`config.mk`:
```
export PLATFORM = sky130hd
export DESIGN_NAME = rt_ctx_switch_ctrl
export DESIGN_NICKNAME = d
export VERILOG_FILES = /design/src/rtl/rt_core_pkg.sv /design/src/rtl/rt_ctx_switch_ctrl.sv
export SDC_FILE = /design/constraint.sdc
export NUM_CORES = 1
export LEC_CHECK = 0
export CAP_MARGIN = 40
export CORE_MARGIN = 1
export CORE_UTILIZATION = 34
export CTS_CLUSTER_SIZE = 24
export DETAILED_ROUTE_END_ITERATION = 10
export PLACE_DENSITY = 0.77
export SYNTH_ARGS = -nofsm -noshare
export SYNTH_HDL_FRONTEND = slang
export SYNTH_SLANG_ARGS = --single-unit
```
`constraint.sdc`:
```
create_clock -name clk -period 3.2 [get_ports clk]
set_input_delay 0.32 -clock clk [delete_from_list [all_inputs] [get_ports clk]]
set_output_delay 0.32 -clock clk [all_outputs]
set_load 0.005 [all_outputs]
```
`src/rtl/rt_core_pkg.sv`:
```
// rt_core_pkg
// Shared types and constants for the RT-Core context switch controller.
//   ctx_state_e    : sequencer states (IDLE, SAVE, LOAD_REQ, LOAD_WAIT, DONE)
//   CTX_WORD_BYTES : byte stride between consecutive frame words
//   frame_addr()   : base + stride*idx, wrapping modulo 2^32
package rt_core_pkg;

  typedef enum logic [2:0] {
    IDLE,
    SAVE,
    LOAD_REQ,
    LOAD_WAIT,
    DONE
  } ctx_state_e;

  localparam int unsigned CTX_WORD_BYTES = 4;

  // Plain 32-bit addition, so a frame that runs past the top of the
  // address space simply wraps to address 0.
  function automatic logic [31:0] frame_addr(input logic [31:0] base,
                                             input logic [31:0] idx);
    return base + idx * 32'(CTX_WORD_BYTES);
  endfunction

endpackage

```
`src/rtl/rt_ctx_switch_ctrl.sv`:
```
// rt_ctx_switch_ctrl
// Context save/restore sequencer for the RT-Core register file.
// A save walks R0..R(NUM_REGS-1) through the regfile read port and stores
// each one into a word-aligned memory frame. A restore loads the frame
// back through the regfile write port, one outstanding load at a time.
//
// Ports:
//   clk, rst_n            clock, synchronous active-low reset
//   save_req, restore_req start requests, only looked at in IDLE (save wins)
//   base_addr             frame base byte address, latched on accept
//   busy, rf_own          high while the sequencer owns the regfile ports
//   done                  one-cycle completion pulse
//   rf_raddr, rf_rdata    regfile read port (rf_rdata is combinational)
//   rf_we/waddr/wdata     regfile write port
//   mem_req/we/addr/wdata memory request channel, held until mem_gnt
//   mem_gnt               memory accepts the current request
//   mem_rvalid, mem_rdata load response
module rt_ctx_switch_ctrl
  import rt_core_pkg::*;
#(
  parameter int NUM_REGS = 8,
  parameter int RIDX_W   = 3,
  parameter int DATA_W   = 32
) (
  input  logic              clk,
  input  logic              rst_n,
  input  logic              save_req,
  input  logic              restore_req,
  input  logic [31:0]       base_addr,
  output logic              busy,
  output logic              done,
  output logic              rf_own,
  output logic [RIDX_W-1:0] rf_raddr,
  input  logic [DATA_W-1:0] rf_rdata,
  output logic              rf_we,
  output logic [RIDX_W-1:0] rf_waddr,
  output logic [DATA_W-1:0] rf_wdata,
  output logic              mem_req,
  output logic              mem_we,
  output logic [31:0]       mem_addr,
  output logic [DATA_W-1:0] mem_wdata,
  input  logic              mem_gnt,
  input  logic              mem_rvalid,
  input  logic [DATA_W-1:0] mem_rdata
);

  localparam logic [RIDX_W-1:0] LAST_IDX = RIDX_W'(NUM_REGS - 1);

  ctx_state_e        state_q, state_d;
  logic [RIDX_W-1:0] idx_q, idx_d;
  logic [31:0]       base_q, base_d;
  logic [31:0]       cur_addr;

  assign cur_addr = frame_addr(base_q, 32'(idx_q));

  always_ff @(posedge clk) begin
    if (!rst_n) begin
      state_q <= IDLE;
      idx_q   <= '0;
      base_q  <= '0;
    end else begin
      state_q <= state_d;
      idx_q   <= idx_d;
      base_q  <= base_d;
    end
  end

  // All outputs are decoded from the current state so that every bus
  // reads as zero whenever the active state is not driving it.
  always_comb begin
    state_d   = state_q;
    idx_d     = idx_q;
    base_d    = base_q;
    busy      = 1'b0;
    done      = 1'b0;
    rf_raddr  = '0;
    rf_we     = 1'b0;
    rf_waddr  = '0;
    rf_wdata  = '0;
    mem_req   = 1'b0;
    mem_we    = 1'b0;
    mem_addr  = '0;
    mem_wdata = '0;

    unique case (state_q)
      IDLE: begin
        if (save_req || restore_req) begin
          state_d = save_req ? SAVE : LOAD_REQ;
          idx_d   = '0;
          // Force word alignment by dropping the two byte-offset bits.
          base_d  = base_addr & ~32'h3;
        end
      end

      SAVE: begin
        busy      = 1'b1;
        mem_req   = 1'b1;
        mem_we    = 1'b1;
        rf_raddr  = idx_q;
        mem_wdata = rf_rdata;
        mem_addr  = cur_addr;
        if (mem_gnt) begin
          idx_d = idx_q + 1'b1;
          if (idx_q == LAST_IDX) begin
            state_d = DONE;
          end
        end
      end

      LOAD_REQ: begin
        busy     = 1'b1;
        mem_req  = 1'b1;
        mem_addr = cur_addr;
        if (mem_gnt) begin
          state_d = LOAD_WAIT;
        end
      end

      LOAD_WAIT: begin
        busy = 1'b1;
        // The load data goes straight to the write port in the same cycle,
        // so the last register lands on the edge that enters DONE.
        if (mem_rvalid) begin
          rf_we    = 1'b1;
          rf_waddr = idx_q;
          rf_wdata = mem_rdata;
          if (idx_q == LAST_IDX) begin
            state_d = DONE;
          end else begin
            idx_d   = idx_q + 1'b1;
            state_d = LOAD_REQ;
          end
        end
      end

      DONE: begin
        busy    = 1'b1;
        done    = 1'b1;
        state_d = IDLE;
      end

      default: begin
        state_d = IDLE;
      end
    endcase
  end

  assign rf_own = busy;

endmodule

```
# Word-level counts from Yosys, hierarchy flattened
# Cells that the tools add are included.
totals:
  out_inout_bits: 108
  in_bits: 102
  elab_cells: 50
  register_bits: 36
op_classes:
  addsub: 2
  n_eq_ne: 11
  n_reduce_logical: 8
  muxes: 26
ops:
  columns: ["cell", "n"]
  rows:
  - ["$mux W32", 4]
  - ["$mux W3", 13]
  - ["$add A32 B5 Y32", 1]
  - ["$ne A2 B2 Y1 const B", 6]
  - ["$pmux W3 S4", 1]
  - ["$reduce_and A5 Y1", 2]
  - ["$pmux W3 S3", 1]
  - ["$eq A3 B2 Y1 const B", 2]
  - ["$eq A3 B3 Y1 const B", 2]
  - ["$mux W1", 6]
  - ["$reduce_or A4 Y1", 1]
  - ["$add A3 B1 Y3 const B", 1]
  - ["$eq A3 B1 Y1 const B", 1]
  - ["$logic_not A3 Y1", 1]
  - ["$reduce_bool A3 Y1", 1]
  - ["$mux W2", 1]
  - ["$reduce_and A2 Y1", 1]
  - ["$reduce_or A2 Y1", 1]
  - ["$logic_or A1 B1 Y1", 1]

# Depth between registers and ports, before layout
# Gate-level depths: netlist of the first run.
logic_depth:
  word_depth: 4
  depth_mapped: 8
  depth_no_buf: 7

# Least setup slack after synthesis of the first run
# OpenSTA, ideal clock, no wires.
synth_path:
  path_type: "register to output"
  start: "reg idx_q[0]"
  end: "out mem_addr[22]"
  stages_incl_launch_ff: 9
  path_slack_ns: 0.766
  arrival_ns: 2.114
  cell_sequence: "dfxtp_1 ha_1 inv_1 fa_1 nor2b_1 o211ai_1 clkbuf_1 or4_1 a21oi_1"
synth_via:
  elab_chain_cells: 2
synth_lines:
  columns: ["item", "line_no", "source"]
  rows:
  - ["start: declaration", "rt_ctx_switch_ctrl.sv:50", "logic [RIDX_W-1:0] idx_q, idx_d;"]
  - ["start signal: assignment", "rt_ctx_switch_ctrl.sv:63", "idx_q <= idx_d;"]
  - ["$add A32 B5 Y32", "rt_core_pkg.sv:22", "return base + idx * 32'(CTX_WORD_BYTES);"]
  - ["$mux W32", "rt_ctx_switch_ctrl.sv:85", "unique case (state_q)"]
  - ["end: declaration", "rt_ctx_switch_ctrl.sv:40", "output logic [31:0] mem_addr,"]
# No other way between the ends.

# Worst setup path in the final report of the first run
layout_path:
  start: "reg idx_q[0]"
  end: "out mem_addr[28]"
# Same word-level chain as after synthesis.

==> metrics.md, run 1 <==
| Metric | Value |
|---|---|
| Hold crit path type | `reg2reg` |
| Total Wirelength | `10,150 um` |
| Category of the worst setup path launch point | `flip-flop` |
| Share of final-layout standard cells stronger than drive strength 1 | `under 10%` |
| Post-detailed-route DRC marker count | `0` |
| Count of flip-flops with a built-in enable after synthesis | `0` |
| Clock sink count | `36` |
| Number of synthesis warnings | `0` |
| Non-Filler Instances | `701` |
| Starting DRT DRC Count | `187` |
| Maximum number of pins on one net before global-route repair | `37` |
| Primary FF master, synth | `sky130_fd_sc_hd__dfxtp_1` |
| Most frequent standard cell in the layout excluding fill and tap cells | `sky130_fd_sc_hd__clkdlybuf4s50_1` |
| Combinational family with the most area after synthesis | `simple AND/OR/NAND/NOR gates` |
| Clock tree from TritonCTS | `yes` |
| Mean instance size in the synthesized netlist | `6.838 um2` |
| Die Span Y | `~92 um` |
| Post-detail-place hpwl | `7802 um` |
| Number of global-route vias before repair | `approximately 3,300` |
| Antenna viol nets, final | `0` |
| Chip width | `92.14 um` |
| Minimum clock period after layout | `3074 ps` |
| Final slew viol count | `0` |
| Peak ir drop on the vdd network | `~0.21 mV` |
| Xor and xnor area share after synthesis | `3.170%` |
| Number of flip-flops and latches in the synthesized netlist | `36` |
| Clock H-tree levels | `2` |
| First-pass GRT wire length | `~16,000 um` |
| Max Cap Viol | `0` |
| Maximum buffer depth of the clock tree | `2` |
| Detail-routed via count per cell | `between 5 and 6` |
| Combinational power share | `58.7%` |
| Number of buffer cells added on primary ports | `205` |
| Fillcell total | `716` |
| Crit share post-route | `96.08%` |
| Number of iterations in the first detailed-routing pass | `4` |
| Simple-gate area share of the yosys netlist | `43.16%` |
| Core area | `7807 um2` |
| Effective utilization at floorplan | `between 30% and 40%` |
| Share of synthesized area occupied by flip-flops and latches | `between 20% and 30%` |
| Power density of the placed cells | `479.6 nW/um2` |
| Final setup violation count | `0` |
| Worst setup skew after layout | `just under 6 ps` |
| Total Die Area | `8490 um2` |
| Clock latency on the worst-skew pair | `290 ps` |
| Number of hold violations in the final report | `0` |
| Hold-fix buffers, CTS | `0` |
| Static Leakage | `1.859 nW` |
| Antenna violations before repair | `0` |
| Category of the most critical setup path | `reg2out` |
| Count of different cell masters after synthesis | `41` |
| Num ports | `between 200 and 250` |
| Residual overflow from global routing | `0` |
| Number of vias after detailed routing | `3,510` |
| Endpoint type of the worst setup path | `output port` |
| Highest net fanout along the worst path | `10` |
| Final setup TNS | `0 ps` |
| Internal power of the cells | `between 1 and 1.5 mW` |
| Placement Rows | `32` |
| Total routing resource utilization after global routing | `a little under a quarter` |
| Seq pwr share | `27.4%` |
| Cell Count Post-Placement | `691` |
| Outcome | `completed` |
| Asr flop ratio synth | `0%` |
| Number of buffers created by CTS | `5` |
| Clock root cell | `sky130_fd_sc_hd__clkbuf_8` |
| Switch Pwr | `0.9505 mW` |
| Maximum frequency from static timing analysis | `325.3 MHz` |
| Gate count after technology mapping | `404` |
| Share of synthesized cell area in full adder, half adder and majority cells | `2.989%` |
| Multiplexer share of the synthesized area | `less than 1%` |
| Data arrival, critical path | `~2800 ps` |
| Mapped Area | `2763 um2` |
| Share of power burned in the clock network | `13.9%` |
| Synthesis-to-layout area growth | `83.83%` |
| Routed length per instance | `roughly 14 um` |
| Transition time at the pin with the least slew margin | `614.7 ps` |
| Switching power as a share of total power | `39.02%` |
| Ant diodes | `0` |
| Routability congestion estimate from global placement | `0.8347` |
| Normalized max-slew margin | `between 50% and 60%` |
| Commonest cells after routing, fill and taps aside | `sky130_fd_sc_hd__clkdlybuf4s50_1, sky130_fd_sc_hd__and2_1, sky130_fd_sc_hd__nand2_1` |
| Critical path data required time | `roughly 2900 ps` |
| Fin nets | `about 710` |
| Unrepaired setup endpoints after global routing | `true` |
| Clock-pin slew on the worst setup and hold paths | `about 70 ps` |
| Synthesized-area fraction occupied by ao, oa, aoi and oai cells | `17.84%` |
==> synthesized netlist by cell type (7+ instances only) <==
library cell	number	share of area, %
sky130_fd_sc_hd__a21oi_1	52	9.4
sky130_fd_sc_hd__and2_1	75	17
sky130_fd_sc_hd__clkbuf_1	25	3.4
sky130_fd_sc_hd__dfxtp_1	36	26
sky130_fd_sc_hd__inv_1	9	1.2
sky130_fd_sc_hd__nand2_1	74	10
sky130_fd_sc_hd__nor2_1	13	1.8
sky130_fd_sc_hd__o21ai_0	13	2.4
sky130_fd_sc_hd__o31ai_1	7	1.9
sky130_fd_sc_hd__or3_1	12	2.7
sky130_fd_sc_hd__or4_1	12	3.3
sky130_fd_sc_hd__xnor2_1	7	2.2
==> stage by stage <==
step / power, mW / instance area [um2] / utilization [%] / setup slack [ps] / hold WS, ps
global placement: 2.027 / 4887 / 62.60 / 199.7 / 451.1
floorplan: 1.339 / 2766 / - / 765.5 / 440.0
finish: 2.436 / 5079 / 65.05 / 125.6 / 464.3
detailed placement: 2.101 / 4915 / 62.95 / 143.2 / 464.2
CTS: 2.447 / 5039 / 64.54 / 4.521 / 479.7
global route: 2.620 / 5079 / 65.05 / -5.737 / 505.6
==> sequential cells by signal, summed over array words and instances, names as in the netlist <==
name     flops
idx_q        3
state_q      3
base_q      30
==> power groups by stage <==
stage                     combinational, mW  clock [mW]  sequential [mW]
after floorplan                       0.701           0            0.638
after global placement                 1.36           0            0.665
after detailed placement               1.43           0            0.672
after CTS                              1.44       0.346            0.662
after global routing                   1.58       0.359            0.684
final                                  1.43       0.338            0.668
==> per-layer routing <==
layer,share of wire (%),GRT usage (%)
met1,41,28.66
met2,51,42.10
met3,7.2,4.395
met4,0.85,6.120
met5,0,0
==> final timing paths <==
kind                           startpoint                     end  cells past startpoint  slack [ps]
setup / recovery    idx_q[0]$_SDFFE_PN0P_            mem_addr[28]                     10         130
hold / removal     base_q[2]$_SDFFE_PN0P_  base_q[2]$_SDFFE_PN0P_                      2         460
setup reg to reg  state_q[1]$_SDFFE_PN0P_   idx_q[2]$_SDFFE_PN0P_                      4        1210
hold reg to reg    base_q[2]$_SDFFE_PN0P_  base_q[2]$_SDFFE_PN0P_                      2         460
==> cell families after synthesis <==
| kind of cell | after synthesis |
|---|---|
| AOI/OAI and AO/OA | 86 |
| xor gates and xnor gates | 10 |
| buffers and inverters | 40 |
| muxes | 2 |
| other | 1 |
| and+or+nand+nor | 223 |
| DFF | 36 |
| adders and majority gates | 6 |
==> layout make-up <==
class,count,area (um2),area share [%]
Multi-Input combinational cell,329,1937,38.14
Clock inverter,2,10.01,0.1971
Tap cell,102,127.6,2.513
Sequential cell,36,721.9,14.22
Inverter,10,37.54,0.7391
Clock buffer,6,82.58,1.626
Timing Repair Buffer,216,2162,42.57
==> worst max-delay path: stages (launching register included) <==
cell                              delay, ps
sky130_fd_sc_hd__dfxtp_1                340
sky130_fd_sc_hd__ha_2                   210
sky130_fd_sc_hd__inv_1                   60
sky130_fd_sc_hd__fa_2                   350
sky130_fd_sc_hd__nor2b_2                130
sky130_fd_sc_hd__o211ai_1               100
sky130_fd_sc_hd__buf_4                  180
sky130_fd_sc_hd__buf_4                  150
sky130_fd_sc_hd__nor4_1                 270
sky130_fd_sc_hd__o21a_1                 170
sky130_fd_sc_hd__clkdlybuf4s50_1        500
==> timing repair <==
action | 4_1_cts | 5_1_grt
pin swaps | 1 | 1
setup buffers | 2 | 0
endpoints found under the setup margin | 12 | 18
gates resized for setup | 4 | 9
(Power assumes the default switching activity.)
==> run 2, diff against run 1 <==
--- a/config.mk
+++ b/config.mk
@@ -5,12 +5,13 @@
 export SDC_FILE = /design/constraint.sdc
 export NUM_CORES = 1
 export LEC_CHECK = 0
-export CAP_MARGIN = 40
+export CAP_MARGIN = 0
 export CORE_MARGIN = 1
-export CORE_UTILIZATION = 34
+export CORE_UTILIZATION = 37
+export CTS_CLUSTER_DIAMETER = 30
 export CTS_CLUSTER_SIZE = 24
 export DETAILED_ROUTE_END_ITERATION = 10
-export PLACE_DENSITY = 0.77
+export PLACE_DENSITY = 0.83
 export SYNTH_ARGS = -nofsm -noshare
 export SYNTH_HDL_FRONTEND = slang
 export SYNTH_SLANG_ARGS = --single-unit
==> constraint.sdc (replaced) <==
create_clock -name clk -period 3.6 [get_ports clk]
set_input_delay 0.36 -clock clk [delete_from_list [all_inputs] [get_ports clk]]
set_output_delay 0.36 -clock clk [all_outputs]
set_load 0.005 [all_outputs]
==> run 2 against run 1 <==
Compared with the run above: power down 8.9%; first-iteration DRC count down 19%; clock skew down 1.6 ps; register-to-register slack better by 460 ps.
==> metrics.md, run 2 (synthesis results as in run 1) <==
| Metric | Value |
|---|---|
| Fin nets | `706 (unchanged)` |
| Final setup TNS | `0 ps (unchanged)` |
| Unrepaired setup endpoints after global routing | `false (was true)` |
| Maximum frequency from static timing analysis | `roughly 290 MHz` |
| Category of the worst setup path launch point | `flip-flop (unchanged)` |
| Clock H-tree levels | `2 (unchanged)` |
| GRT met2 Usage | `47.48% (was 42.10%)` |
| Clock latency on the worst-skew pair | `300 ps (was 290 ps)` |
| Placement Rows | `31 (was 32)` |
| Minimum clock period after layout | `about 3400 ps` |
| Antenna viol nets, final | `0 (unchanged)` |
| Worst setup skew after layout | `4.248 ps (was 5.884 ps)` |
| Largest delay contributor family on the critical path | `buffers and inverters (unchanged)` |
| Clock-pin slew on the worst setup and hold paths | `70 ps (about the same)` |
| Routability congestion estimate from global placement | `0.8641 (was 0.8347)` |
| Largest register by flop count | `base_q (unchanged)` |
| Normalized max-slew margin | `34.56% (was 59.02%)` |
| Highest net fanout along the worst path | `11 (was 10)` |
| Detail-routed via count per cell | `5.054 (was 5.007)` |
| Ant diodes | `0 (unchanged)` |
| Power density of the placed cells | `440.4 nW/um2 (was 479.6 nW/um2)` |
| Synthesis-to-layout area growth | `82.38% (was 83.83%)` |
| Number of iterations in the first detailed-routing pass | `4 (unchanged)` |
| Total Wirelength | `10,510 um (was 10,150 um)` |
| Most frequent standard cell in the layout excluding fill and tap cells | `sky130_fd_sc_hd__clkdlybuf4s50_1 (unchanged)` |
| Final slew viol count | `0 (unchanged)` |
| Hold-fix buffers, CTS | `0 (unchanged)` |
| Outcome | `completed (unchanged)` |
| Core area | `7253 um2 (was 7807 um2)` |
| Number of buffer cells added on primary ports | `205 (unchanged)` |
| Critical path data required time | `3240 ps (was 2880 ps)` |
| Clock root cell | `sky130_fd_sc_hd__clkbuf_8 (unchanged)` |
| Share of final-layout standard cells stronger than drive strength 1 | `3.840% (was 5.008%)` |
| Number of buffers created by CTS | `5 (unchanged)` |
| Critical path's slowest cell | `sky130_fd_sc_hd__clkdlybuf4s50_1 (unchanged)` |
| Clock tree from TritonCTS | `yes (unchanged)` |
| Number of vias after detailed routing | `3,528 (was 3,510)` |
| Maximum cell stage delay along the critical path | `520 ps (was 500 ps)` |
| Routing usage on met3 | `7.929% (was 4.395%)` |
| Hold crit path type | `reg2reg (unchanged)` |
| Chip width | `88.41 um (was 92.14 um)` |
| Total Die Area | `7816 um2 (was 8490 um2)` |
| Max Cap Viol | `0 (unchanged)` |
| Residual overflow from global routing | `0 (unchanged)` |
| Antenna violations before repair | `1 (was 0)` |
| Die Span Y | `88.41 um (was 92.14 um)` |
| Commonest cells after routing, fill and taps aside | `sky130_fd_sc_hd__clkdlybuf4s50_1, sky130_fd_sc_hd__and2_1, sky130_fd_sc_hd__nand2_1 (unchanged)` |
| Largest registers in the final layout | `base_q x30, idx_q x3, state_q x3 (unchanged)` |
| Endpoint type of the worst setup path | `output port (unchanged)` |
| Num ports | `210 (unchanged)` |
| Starting DRT DRC Count | `152 (was 187)` |
| Final setup violation count | `0 (unchanged)` |
| Effective utilization at floorplan | `38.09% (was 35.38%)` |
| Post-detail-place hpwl | `8209 um (was 7802 um)` |
| Data arrival, critical path | `3040 ps (was 2750 ps)` |
| Static Leakage | `1.810 nW (was 1.859 nW)` |
| Number of hold violations in the final report | `0 (unchanged)` |
| Fillcell total | `588 (was 716)` |
| Gr busiest metal | `met2 (unchanged)` |
| Crit-path cells | `ha_1, inv_1, fa_1, nor2b_1, o211ai_1, buf_4, or4_1, a21oi_1, clkdlybuf4s50_1 (was ha_2, inv_1, fa_2, nor2b_2, o211ai_1, buf_4, buf_4, nor4_1, o21a_1, clkdlybuf4s50_1)` |
| Clock sink count | `36 (unchanged)` |
| Transition time at the pin with the least slew margin | `981.6 ps (was 614.7 ps)` |
| Number of buffer and inverter stages on the critical path | `3 (was 4)` |
| Category of the most critical setup path | `reg2out (unchanged)` |
| Maximum number of pins on one net before global-route repair | `37 (unchanged)` |
| Worst hold margin | `481.6 ps (was 464.3 ps)` |
| Post-detailed-route DRC marker count | `0 (unchanged)` |
| Flip-flop count of the largest register, all copies and words added | `30 (unchanged)` |
| Peak ir drop on the vdd network | `0.2606 mV (was 0.2148 mV)` |
| First-pass GRT wire length | `15,610 um (was 15,960 um)` |
| Crit share post-route | `94.36%` |
| Maximum buffer depth of the clock tree | `2 (unchanged)` |
| Routed length per instance | `15.06 um (was 14.48 um)` |
| Met1 track demand over resource | `29.80% (was 28.66%)` |
| Number of global-route vias before repair | `3,241 (was 3,279)` |
| Total routing resource utilization after global routing | `26.24% (was 23.52%)` |
run 2: layout make-up:
class                           instances  area, um2  share of cell area, %
Multi-Input combinational cell        329       1896                  37.62
Clock inverter                          1      30.03                 0.5960
Tap cell                               99      123.9                  2.458
Clock buffer                            7      96.34                  1.912
Sequential cell                        36      720.7                  14.30
Inverter                               10      37.54                 0.7450
Timing Repair Buffer                  216       2135                  42.36
run 2: metrics by stage:
step	worst slack [ps]	cells	power, mW	utilization [%]	cell area [um2]
after floorplan	1126	405	1.190	-	2766
after global placement	503.1	687	1.798	67.33	4883
after detailed placement	427.2	687	1.824	67.33	4883
after CTS	60.90	695	2.229	69.07	5010
after global routing	15.55	698	2.375	69.47	5039
final	203.0	698	2.219	69.47	5039
run 2: metal layers:
layer	share of wire, %	vias to the layer above	wire length (um)
met1	40	1597	4167
met5	0.076	-	8
met3	7.9	16	828
met2	51	153	5367
met4	1.4	2	142
li1	-	1760	-
run 2: final timing paths:
| path | slack (ps) | to | depth (start not counted) | startpoint |
|---|---|---|---|---|
| setup reg to reg | 1670 | base_q[7]$_SDFFE_PN0P_ | 3 | state_q[1]$_SDFFE_PN0P_ |
| hold reg to reg | 480 | base_q[4]$_SDFFE_PN0P_ | 2 | base_q[4]$_SDFFE_PN0P_ |
| setup / recovery | 200 | mem_addr[24] | 9 | idx_q[0]$_SDFFE_PN0P_ |
| hold / removal | 480 | base_q[4]$_SDFFE_PN0P_ | 2 | base_q[4]$_SDFFE_PN0P_ |
run 2: worst reg2reg max path, delay by kind of cell (launching register included):
family	cells	cell delay [ps]
flops	1	450
compound gates	1	80
simple gates	2	1280
run 2: power by group:
part           switching (mW)  internal (mW)
Clock                   0.154          0.244
Sequential              0.122          0.486
Combinational           0.566          0.647
Total                   0.842           1.38
run 2: timing repair:
action | in CTS | in global routing
resized for setup | 0 | 1
hold endpoints to repair | 0 | 0
endpoints found under the setup margin | 0 | 7
buffers inserted | 0 | 3
==> run 3, diff against run 2 <==
--- a/config.mk
+++ b/config.mk
@@ -15,3 +15,4 @@
 export SYNTH_ARGS = -nofsm -noshare
 export SYNTH_HDL_FRONTEND = slang
 export SYNTH_SLANG_ARGS = --single-unit
+export TNS_END_PERCENT = 5
==> results of run 3 <==
No change in the layout: final DEF, timing and power equal those of run 2.
